`config.mk`:
```
export PLATFORM = sky130hd
export DESIGN_NAME = idct_1d
export DESIGN_NICKNAME = d
export VERILOG_FILES = /design/src/rtl/idct_1d.sv
export SDC_FILE = /design/constraint.sdc
export NUM_CORES = 2
export LEC_CHECK = 0
export ABC_AREA = 0
export BUFFER_PORTS_ARGS = -buffer_cell sky130_fd_sc_hd__buf_2
export CORE_MARGIN = 8
export CORE_UTILIZATION = 60
export CTS_CLUSTER_SIZE = 8
export DETAILED_ROUTE_END_ITERATION = 8
export GPL_TIMING_DRIVEN = 0
export PLACE_DENSITY = 0.83
export SYNTH_ARGS = -nofsm -noshare
export SYNTH_HDL_FRONTEND = slang
export SYNTH_SLANG_ARGS = --single-unit
```
`constraint.sdc`:
```
create_clock -name clk -period 22 [get_ports clk]
set_input_delay 2.2 -clock clk [delete_from_list [all_inputs] [get_ports clk]]
set_output_delay 2.2 -clock clk [all_outputs]
set_load 0.03 [all_outputs]
```
`src/rtl/idct_1d.sv`:
```
// rtl/idct_1d.sv - pipelined 8-point 1-D inverse DCT with valid/ready handshake
// Purpose: three register stages (butterfly, constant multiply, recombine/round)
//          turning 8 signed coefficients into 8 signed spatial samples.
// Config : define IDCT_SAT_EN to clamp each sample to the OUT_W range and report
//          clipping on sat; when undefined samples wrap to OUT_W bits and sat is 0.
// Ports  : clk, rst (async, active-high)
//          in_valid/in_ready, X0..X7  (IN_W signed coefficients, X0 = DC)
//          out_valid/out_ready, x0..x7 (OUT_W signed samples), sat
module idct_1d #(
    parameter int IN_W  = 12,
    parameter int OUT_W = 9,
    parameter int ACC_W = 22
) (
    input  logic                    clk,
    input  logic                    rst,
    input  logic                    in_valid,
    output logic                    in_ready,
    input  logic signed [IN_W-1:0]  X0,
    input  logic signed [IN_W-1:0]  X1,
    input  logic signed [IN_W-1:0]  X2,
    input  logic signed [IN_W-1:0]  X3,
    input  logic signed [IN_W-1:0]  X4,
    input  logic signed [IN_W-1:0]  X5,
    input  logic signed [IN_W-1:0]  X6,
    input  logic signed [IN_W-1:0]  X7,
    output logic                    out_valid,
    input  logic                    out_ready,
    output logic signed [OUT_W-1:0] x0,
    output logic signed [OUT_W-1:0] x1,
    output logic signed [OUT_W-1:0] x2,
    output logic signed [OUT_W-1:0] x3,
    output logic signed [OUT_W-1:0] x4,
    output logic signed [OUT_W-1:0] x5,
    output logic signed [OUT_W-1:0] x6,
    output logic signed [OUT_W-1:0] x7,
    output logic                    sat
);
    typedef logic signed [ACC_W-1:0] acc_t;

    localparam acc_t K6  = acc_t'(6);
    localparam acc_t K12 = acc_t'(12);
    localparam acc_t K18 = acc_t'(18);
    localparam acc_t K23 = acc_t'(23);
    localparam acc_t K27 = acc_t'(27);
    localparam acc_t K30 = acc_t'(30);
    localparam acc_t K31 = acc_t'(31);
    localparam acc_t RND = acc_t'(32);

    // Whole pipeline moves together: any stage may advance only if the output
    // register is empty or being drained this cycle.
    logic out_valid_q;
    logic adv;
    assign adv       = !out_valid_q | out_ready;
    assign in_ready  = adv;
    assign out_valid = out_valid_q;

    // Stage 1: DC/X4 butterfly, other coefficients pass through
    logic                   v1_q;
    acc_t                   s0_q, s1_q, s0_d, s1_d;
    logic signed [IN_W-1:0] c1_q, c2_q, c3_q, c5_q, c6_q, c7_q;

    assign s0_d = acc_t'(X0) + acc_t'(X4);
    assign s1_d = acc_t'(X0) - acc_t'(X4);

    // Stage 2: even and odd partial products
    acc_t w1, w2, w3, w5, w6, w7;
    logic v2_q;
    acc_t e_d [4];
    acc_t e_q [4];
    acc_t o_d [4];
    acc_t o_q [4];

    assign w1 = acc_t'(c1_q);
    assign w2 = acc_t'(c2_q);
    assign w3 = acc_t'(c3_q);
    assign w5 = acc_t'(c5_q);
    assign w6 = acc_t'(c6_q);
    assign w7 = acc_t'(c7_q);

    always_comb begin
        e_d[0] = K23 * s0_q;
        e_d[1] = K23 * s1_q;
        e_d[2] = K30 * w2 + K12 * w6;
        e_d[3] = K12 * w2 - K30 * w6;
        o_d[0] = K31 * w1 + K27 * w3 + K18 * w5 + K6  * w7;
        o_d[1] = K27 * w1 - K6  * w3 - K31 * w5 - K18 * w7;
        o_d[2] = K18 * w1 - K31 * w3 + K6  * w5 + K27 * w7;
        o_d[3] = K6  * w1 - K18 * w3 + K27 * w5 - K31 * w7;
    end

    // Stage 3: recombine, round half-up by 1/64, reduce to OUT_W
    acc_t                    ev [4];
    acc_t                    a  [8];
    logic signed [OUT_W-1:0] y_d [8];
    logic signed [OUT_W-1:0] y_q [8];

    always_comb begin
        ev[0] = e_q[0] + e_q[2];
        ev[1] = e_q[1] + e_q[3];
        ev[2] = e_q[1] - e_q[3];
        ev[3] = e_q[0] - e_q[2];
        for (int n = 0; n < 4; n++) begin
            a[n]     = ev[n] + o_q[n];
            a[7 - n] = ev[n] - o_q[n];
        end
    end

`ifdef IDCT_SAT_EN
    localparam logic signed [OUT_W-1:0] YMAX = {1'b0, {(OUT_W-1){1'b1}}};
    localparam logic signed [OUT_W-1:0] YMIN = {1'b1, {(OUT_W-1){1'b0}}};

    acc_t rnd [8];
    logic sat_d, sat_q;

    always_comb begin
        sat_d = 1'b0;
        for (int n = 0; n < 8; n++) begin
            rnd[n] = (a[n] + RND) >>> 6;
            if (rnd[n] > acc_t'(YMAX)) begin
                y_d[n] = YMAX;
                sat_d  = 1'b1;
            end else if (rnd[n] < acc_t'(YMIN)) begin
                y_d[n] = YMIN;
                sat_d  = 1'b1;
            end else begin
                y_d[n] = OUT_W'(rnd[n]);
            end
        end
    end

    assign sat = sat_q;
`else
    always_comb begin
        for (int n = 0; n < 8; n++) begin
            y_d[n] = OUT_W'((a[n] + RND) >>> 6);
        end
    end

    assign sat = 1'b0;
`endif

    always_ff @(posedge clk or posedge rst) begin
        if (rst) begin
            v1_q        <= 1'b0;
            v2_q        <= 1'b0;
            out_valid_q <= 1'b0;
            s0_q        <= '0;
            s1_q        <= '0;
            c1_q        <= '0;
            c2_q        <= '0;
            c3_q        <= '0;
            c5_q        <= '0;
            c6_q        <= '0;
            c7_q        <= '0;
            for (int n = 0; n < 4; n++) begin
                e_q[n] <= '0;
                o_q[n] <= '0;
            end
            for (int n = 0; n < 8; n++) begin
                y_q[n] <= '0;
            end
`ifdef IDCT_SAT_EN
            sat_q <= 1'b0;
`endif
        end else if (adv) begin
            v1_q        <= in_valid;
            v2_q        <= v1_q;
            out_valid_q <= v2_q;
            s0_q        <= s0_d;
            s1_q        <= s1_d;
            c1_q        <= X1;
            c2_q        <= X2;
            c3_q        <= X3;
            c5_q        <= X5;
            c6_q        <= X6;
            c7_q        <= X7;
            for (int n = 0; n < 4; n++) begin
                e_q[n] <= e_d[n];
                o_q[n] <= o_d[n];
            end
            for (int n = 0; n < 8; n++) begin
                y_q[n] <= y_d[n];
            end
`ifdef IDCT_SAT_EN
            sat_q <= sat_d;
`endif
        end
    end

    assign x0 = y_q[0];
    assign x1 = y_q[1];
    assign x2 = y_q[2];
    assign x3 = y_q[3];
    assign x4 = y_q[4];
    assign x5 = y_q[5];
    assign x6 = y_q[6];
    assign x7 = y_q[7];

endmodule

```
-- After elaboration in Yosys (flattened, before gate mapping)
Index checks and enable logic that the tools add are counted.
- register bits after elaboration: 311
- output and inout bits: 75
- word-level logic and storage cells: 87
- input port bits: 100
- $mul: 22
- reductions and logical operators: 1
- add/subtract/negate cells: 36
- bitwise gates (word level): 1
- operators with widths (kind ; number):
    15-bit adder ; 13
    15-bit subtractor ; 13
    15-bit by 7-bit adder with 15-bit output, second input constant ; 8
    6-bit by 12-bit multiplier with 15-bit output, first input constant ; 8
    5-bit by 12-bit multiplier with 14-bit output, first input constant ; 6
    3-bit by 12-bit multiplier with 14-bit output, first input constant ; 4
    6-bit by 22-bit multiplier with 15-bit output, first input constant ; 2
    3-bit by 12-bit multiplier with 13-bit output, first input constant ; 2
    12-bit by 12-bit adder with 13-bit output ; 1
    12-bit by 12-bit subtractor with 13-bit output ; 1
    1-bit zero test ; 1
    1-bit OR ; 1

-- Longest topological paths before layout
- word-level depth: 4
- depth in mapped cells: 29
- gate-level depth less buffers: 29

-- Least setup slack after synthesis
OpenSTA, ideal clock, no wires.
- path kind: reg-to-reg
- start point: reg c5_q[1]
- end point: reg o_q[36] in the netlist's numbering
- period minus slack after synthesis: 7203 ps
- arrival: 7066 ps
- library setup time: 137 ps
- slack: 14797 ps
- stages on the path, launching flop included: 29
- path through: dfrtp_1 -> ha_1 -> ha_1 -> fa_1 -> a21o_1 -> a21oi_1 -> o21ai_1 -> a21oi_1 -> o21bai_1 -> a21oi_1 -> o21bai_1 -> a21oi_1 -> xnor2_1 -> fa_1 -> fa_1 -> inv_1 -> fa_1 -> fa_1 -> fa_1 -> fa_1 -> xnor2_1 -> xnor2_1 -> xnor2_1 -> xnor2_1 -> xnor2_1 -> xnor2_1 -> xnor2_1 -> xnor2_1 -> a21oi_1
- word-level cells in the longest chain between the ends: 3
- ends and longest elaborated chain (element ; RTL line ; text):
    start, declared ; 60 ; logic signed [IN_W-1:0] c1_q, c2_q, c3_q, c5_q, c6_q, c7_q;
    start signal, assigned ; 152 ; c5_q <= '0;
    start signal, assigned ; 174 ; c5_q <= X5;
    3-bit by 12-bit multiplier with 14-bit output ; 87 ; o_d[2] = K18 * w1 - K31 * w3 + K6 * w5 + K27 * w7;
    15-bit adder (2 in a row) ; 87 ;
    end signal, assigned by index ; 179 ; o_q[n] <= o_d[n];
    end, declared ; 71 ; acc_t o_q [4];
Every way passes these cells.
A chain may end at the register's enable or synchronous reset.

-- Worst setup path after layout
- start point: reg c3_q[2]
- end point: reg o_q[58] in the netlist's numbering
- word-level cells in the longest chain between the ends: 4
- ends and longest elaborated chain (element ; RTL line ; text):
    start, declared ; 60 ;
    start signal, assigned ; 151 ; c3_q <= '0;
    start signal, assigned ; 173 ; c3_q <= X3;
    3-bit by 12-bit multiplier with 14-bit output ; 86 ; o_d[1] = K27 * w1 - K6 * w3 - K31 * w5 - K18 * w7;
    15-bit subtractor (3 in a row) ; 86 ;
Every way passes these cells.

==> results.md <==
* Post-route cell area at 47200 sq um
* Tcrit/Tclk final at 40.2%
* Final non-filler cell total at 5976
* DR iter-0 viols at 2226
* CTS-repair resized insts at 0
* Cell Area, Synth at 43800 sq um
* TritonRoute pass-1 iters at 8
* Clock transition at path regs at 0.05 ns
* Die W at 286 um
* Synth Area in Compound Gates at 11.1%
* Final Max Tran Viols at 0
* Yosys reg bits at 289
* Setup TNS at 0 ns
* Post-synthesis mux area share at 0.120%
* Rows at 99
* Yosys cell types at 80
* Clock root buffer: clkbuf_16
* Startpoint types: flip-flop
* Die height at 286 um
* Overall Global Routing Usage at 29.7%
* Max incr delay on CP at 0.77 ns
* Synth warn at 0
* Post-synth top flop: dfrtp_1
* Synth Area in Adders at 45.8%
* IO Pins at 175
* Routability Congestion at 0.983
* Total number of vias at 33787
* Hold buffer count at CTS at 0
* Worst Tran Pin Value at 1.31 ns
* Hold Path Class: flip-flop to flip-flop
* Post-DR vias/cell at 5.65
* Data arrival, critical path at 9.27 ns
* Slowest cell on crit path: dfrtp_1
* CTS buffer count at 44
* Syn nets at 6192
* Dpl hpwl at 100000 um
* Gate Count Post-Synth at 4781
* Crit path top cell by count: fa_1
* Max Root-Sink Buffers at 3
* Post-synthesis area per instance at 9.16 sq um
* Crit Path Category: flip-flop to flip-flop
* Setup-failing EPs final at 0
* WL/cell at 20.4 um
* Post-CTS Setup Inserts at 0
* Initial antenna violation count at 2
* First-pass GRT wire length at 191000 um
* Final Skew at 0.0323 ns
* Synth top area cells: ha_1, fa_1, dfrtp_1
* Placed Cells at 5915
* Starting Density at 60.3%
* Share of cells above drive strength 1 at 5.36%
* Yosys top cell by area: ha_1
* Final WL at 122000 um
* H-tree Lvls at 2
* Simple-gate share of the synthesized area at 9.57%
* Die area at 81900 sq um
* GR Overflow Total at 0
* MaxCap Viol Count at 0
* Antenna Nets Post-Route at 0
* Core area at 72600 sq um
* Final Hold Fails at 0
* WP data required at 22.43 ns
* Largest net degree at the start of global routing at 126
* Vias in the first global route at 34902
* CTS sink count at 289
* Sequential element share of the synthesized area at 16.5%
* DR DRC count at 0
* Tmin final at 8.85 ns
* RSZ-0062 raised after global routing: false
* Area post-placement at 45900 sq um
* EDFF count, synth at 0
* Max-slew headroom at 12.6%
* Filler Cell Count at 5776
* Port-buffer cells at 173
* Crit path max fanout at 10
* Area Growth Syn to Fin at 7.83%
* Highest Clock Rate at 113 MHz
* Clock Latency Late Sink at 0.61 ns
* Critical Path Sink Type: flip-flop
* Area share of the largest cell type after synthesis at 23.7%
* CTS tree: yes
* Layout Nets at 6413
* Ys async rst share at 100%
* Status: finished clean
* Xor and xnor area share after synthesis at 7.69%
* Largest family of logic cells by synthesized area: adder cells
* Multi-input logic area at 32500 sq um
* Register area at 7230 sq um
[layout by cell type, fill, tap and decap left out, types with 7 or more instances in the layout]
master / count
nand2_1: 298
inv_1: 990
nand3_1: 46
or3_1: 27
nor2b_1: 52
and3_1: 20
nand2b_1: 35
a31oi_1: 17
dfrtp_1: 289
clkbuf_1: 72
a21boi_1: 10
nor2_1: 306
buf_1: 9
a211oi_1: 12
xor2_1: 126
clkbuf_16: 44
o21a_1: 31
nand4_1: 8
o21ai_0: 135
xnor2_1: 256
o41a_1: 7
nor3_1: 74
o21bai_1: 40
fa_1: 481
ha_1: 830
o41ai_1: 18
o21ai_1: 55
o31ai_1: 27
buf_2: 174
a21oi_1: 311
or2_2: 19
and2_1: 12
a21o_1: 51
[routing by layer]
metal  vias up  part of all wire, %  global-route usage (%)
met1     16515                   40                    36.9
li1      15760                    -                       -
met4         2                  6.5                    16.8
met5         -                0.011                       0
met3       338                  6.9                    4.77
met2      1172                   47                    49.3
[through the flow]
step                hold slack, ns  util (%)  setup slack, ns
floorplan                    0.430         -            11.82
global placement             0.453      63.2             8.15
detailed placement           0.459      63.3            13.38
CTS                          0.472      65.1            13.37
global route                 0.506      65.1            12.83
finish                       0.472      65.1            13.15
[Yosys cell counts, drive strengths merged, types with 7 or more instances]
master,number
and2,12
o21ai,190
nand3,46
fa,481
nor2b,52
nand4,8
a211oi,13
o41a,7
or2,21
xnor2,256
a21boi,11
a31oi,17
o31ai,29
buf,13
ha,830
o21a,31
o21bai,40
clkbuf,66
o41ai,20
dfrtp,289
nand2b,35
a21o,51
or3,28
nor2,306
a21oi,312
nor3,74
and3,20
nand2,298
inv,993
a31o,8
xor2,126
[path summary, 6_finish.rpt]
check | from | depth (start not counted) | slack (ns) | endpoint
max | c3_q[2] | 26 | 13.15 | o_q[58]
min | x2[3] | 2 | 0.47 | x2[3]
max reg2reg | c3_q[2] | 26 | 13.15 | o_q[58]
min reg2reg | x2[3] | 2 | 0.47 | x2[3]
max in group asynchronous | rst | 4 | 18.80 | s0_q[20]
min in group asynchronous | rst | 2 | 1.60 | c2_q[10]
[sequential cells by signal (all words and copies together) (netlist names), 12 cells and up]
name  flops
o_q      60
e_q      57
s0_q     13
c1_q     12
c2_q     12
c3_q     12
c5_q     12
c6_q     12
c7_q     12
s1_q     12
[cell families (layout without fill, tap and decap cells)]
group,Yosys count,in the layout
mux,5,5
other cells,1,3
buf+inv,1072,1306
compound gates,789,789
simple gates,928,928
flops,289,289
fa+ha+maj,1314,1314
xor+xnor,383,383
[cell type report]
cell class	instances	share of cell area [%]
sequential	289	15.3
clock buffer	53	2.47
inverter	993	7.91
multi-input combinational	3420	68.8
timing repair buffer	175	1.95
clock inverter	6	0.278
tap	959	2.54
antenna	2	0.0106
buffer	79	0.681
[worst max-delay path, delay by kind of cell (launching register included)]
family / cells / cell delay [ns]
compound gates: 6 / 1.19
xor+xnor: 3 / 1.10
fa+ha+maj: 11 / 4.68
buf+inv: 4 / 0.65
flops: 1 / 0.77
simple gates: 2 / 0.29
Power is not shown: default switching activity piles up to over one toggle a cycle in this logic, so the estimate is an artifact.
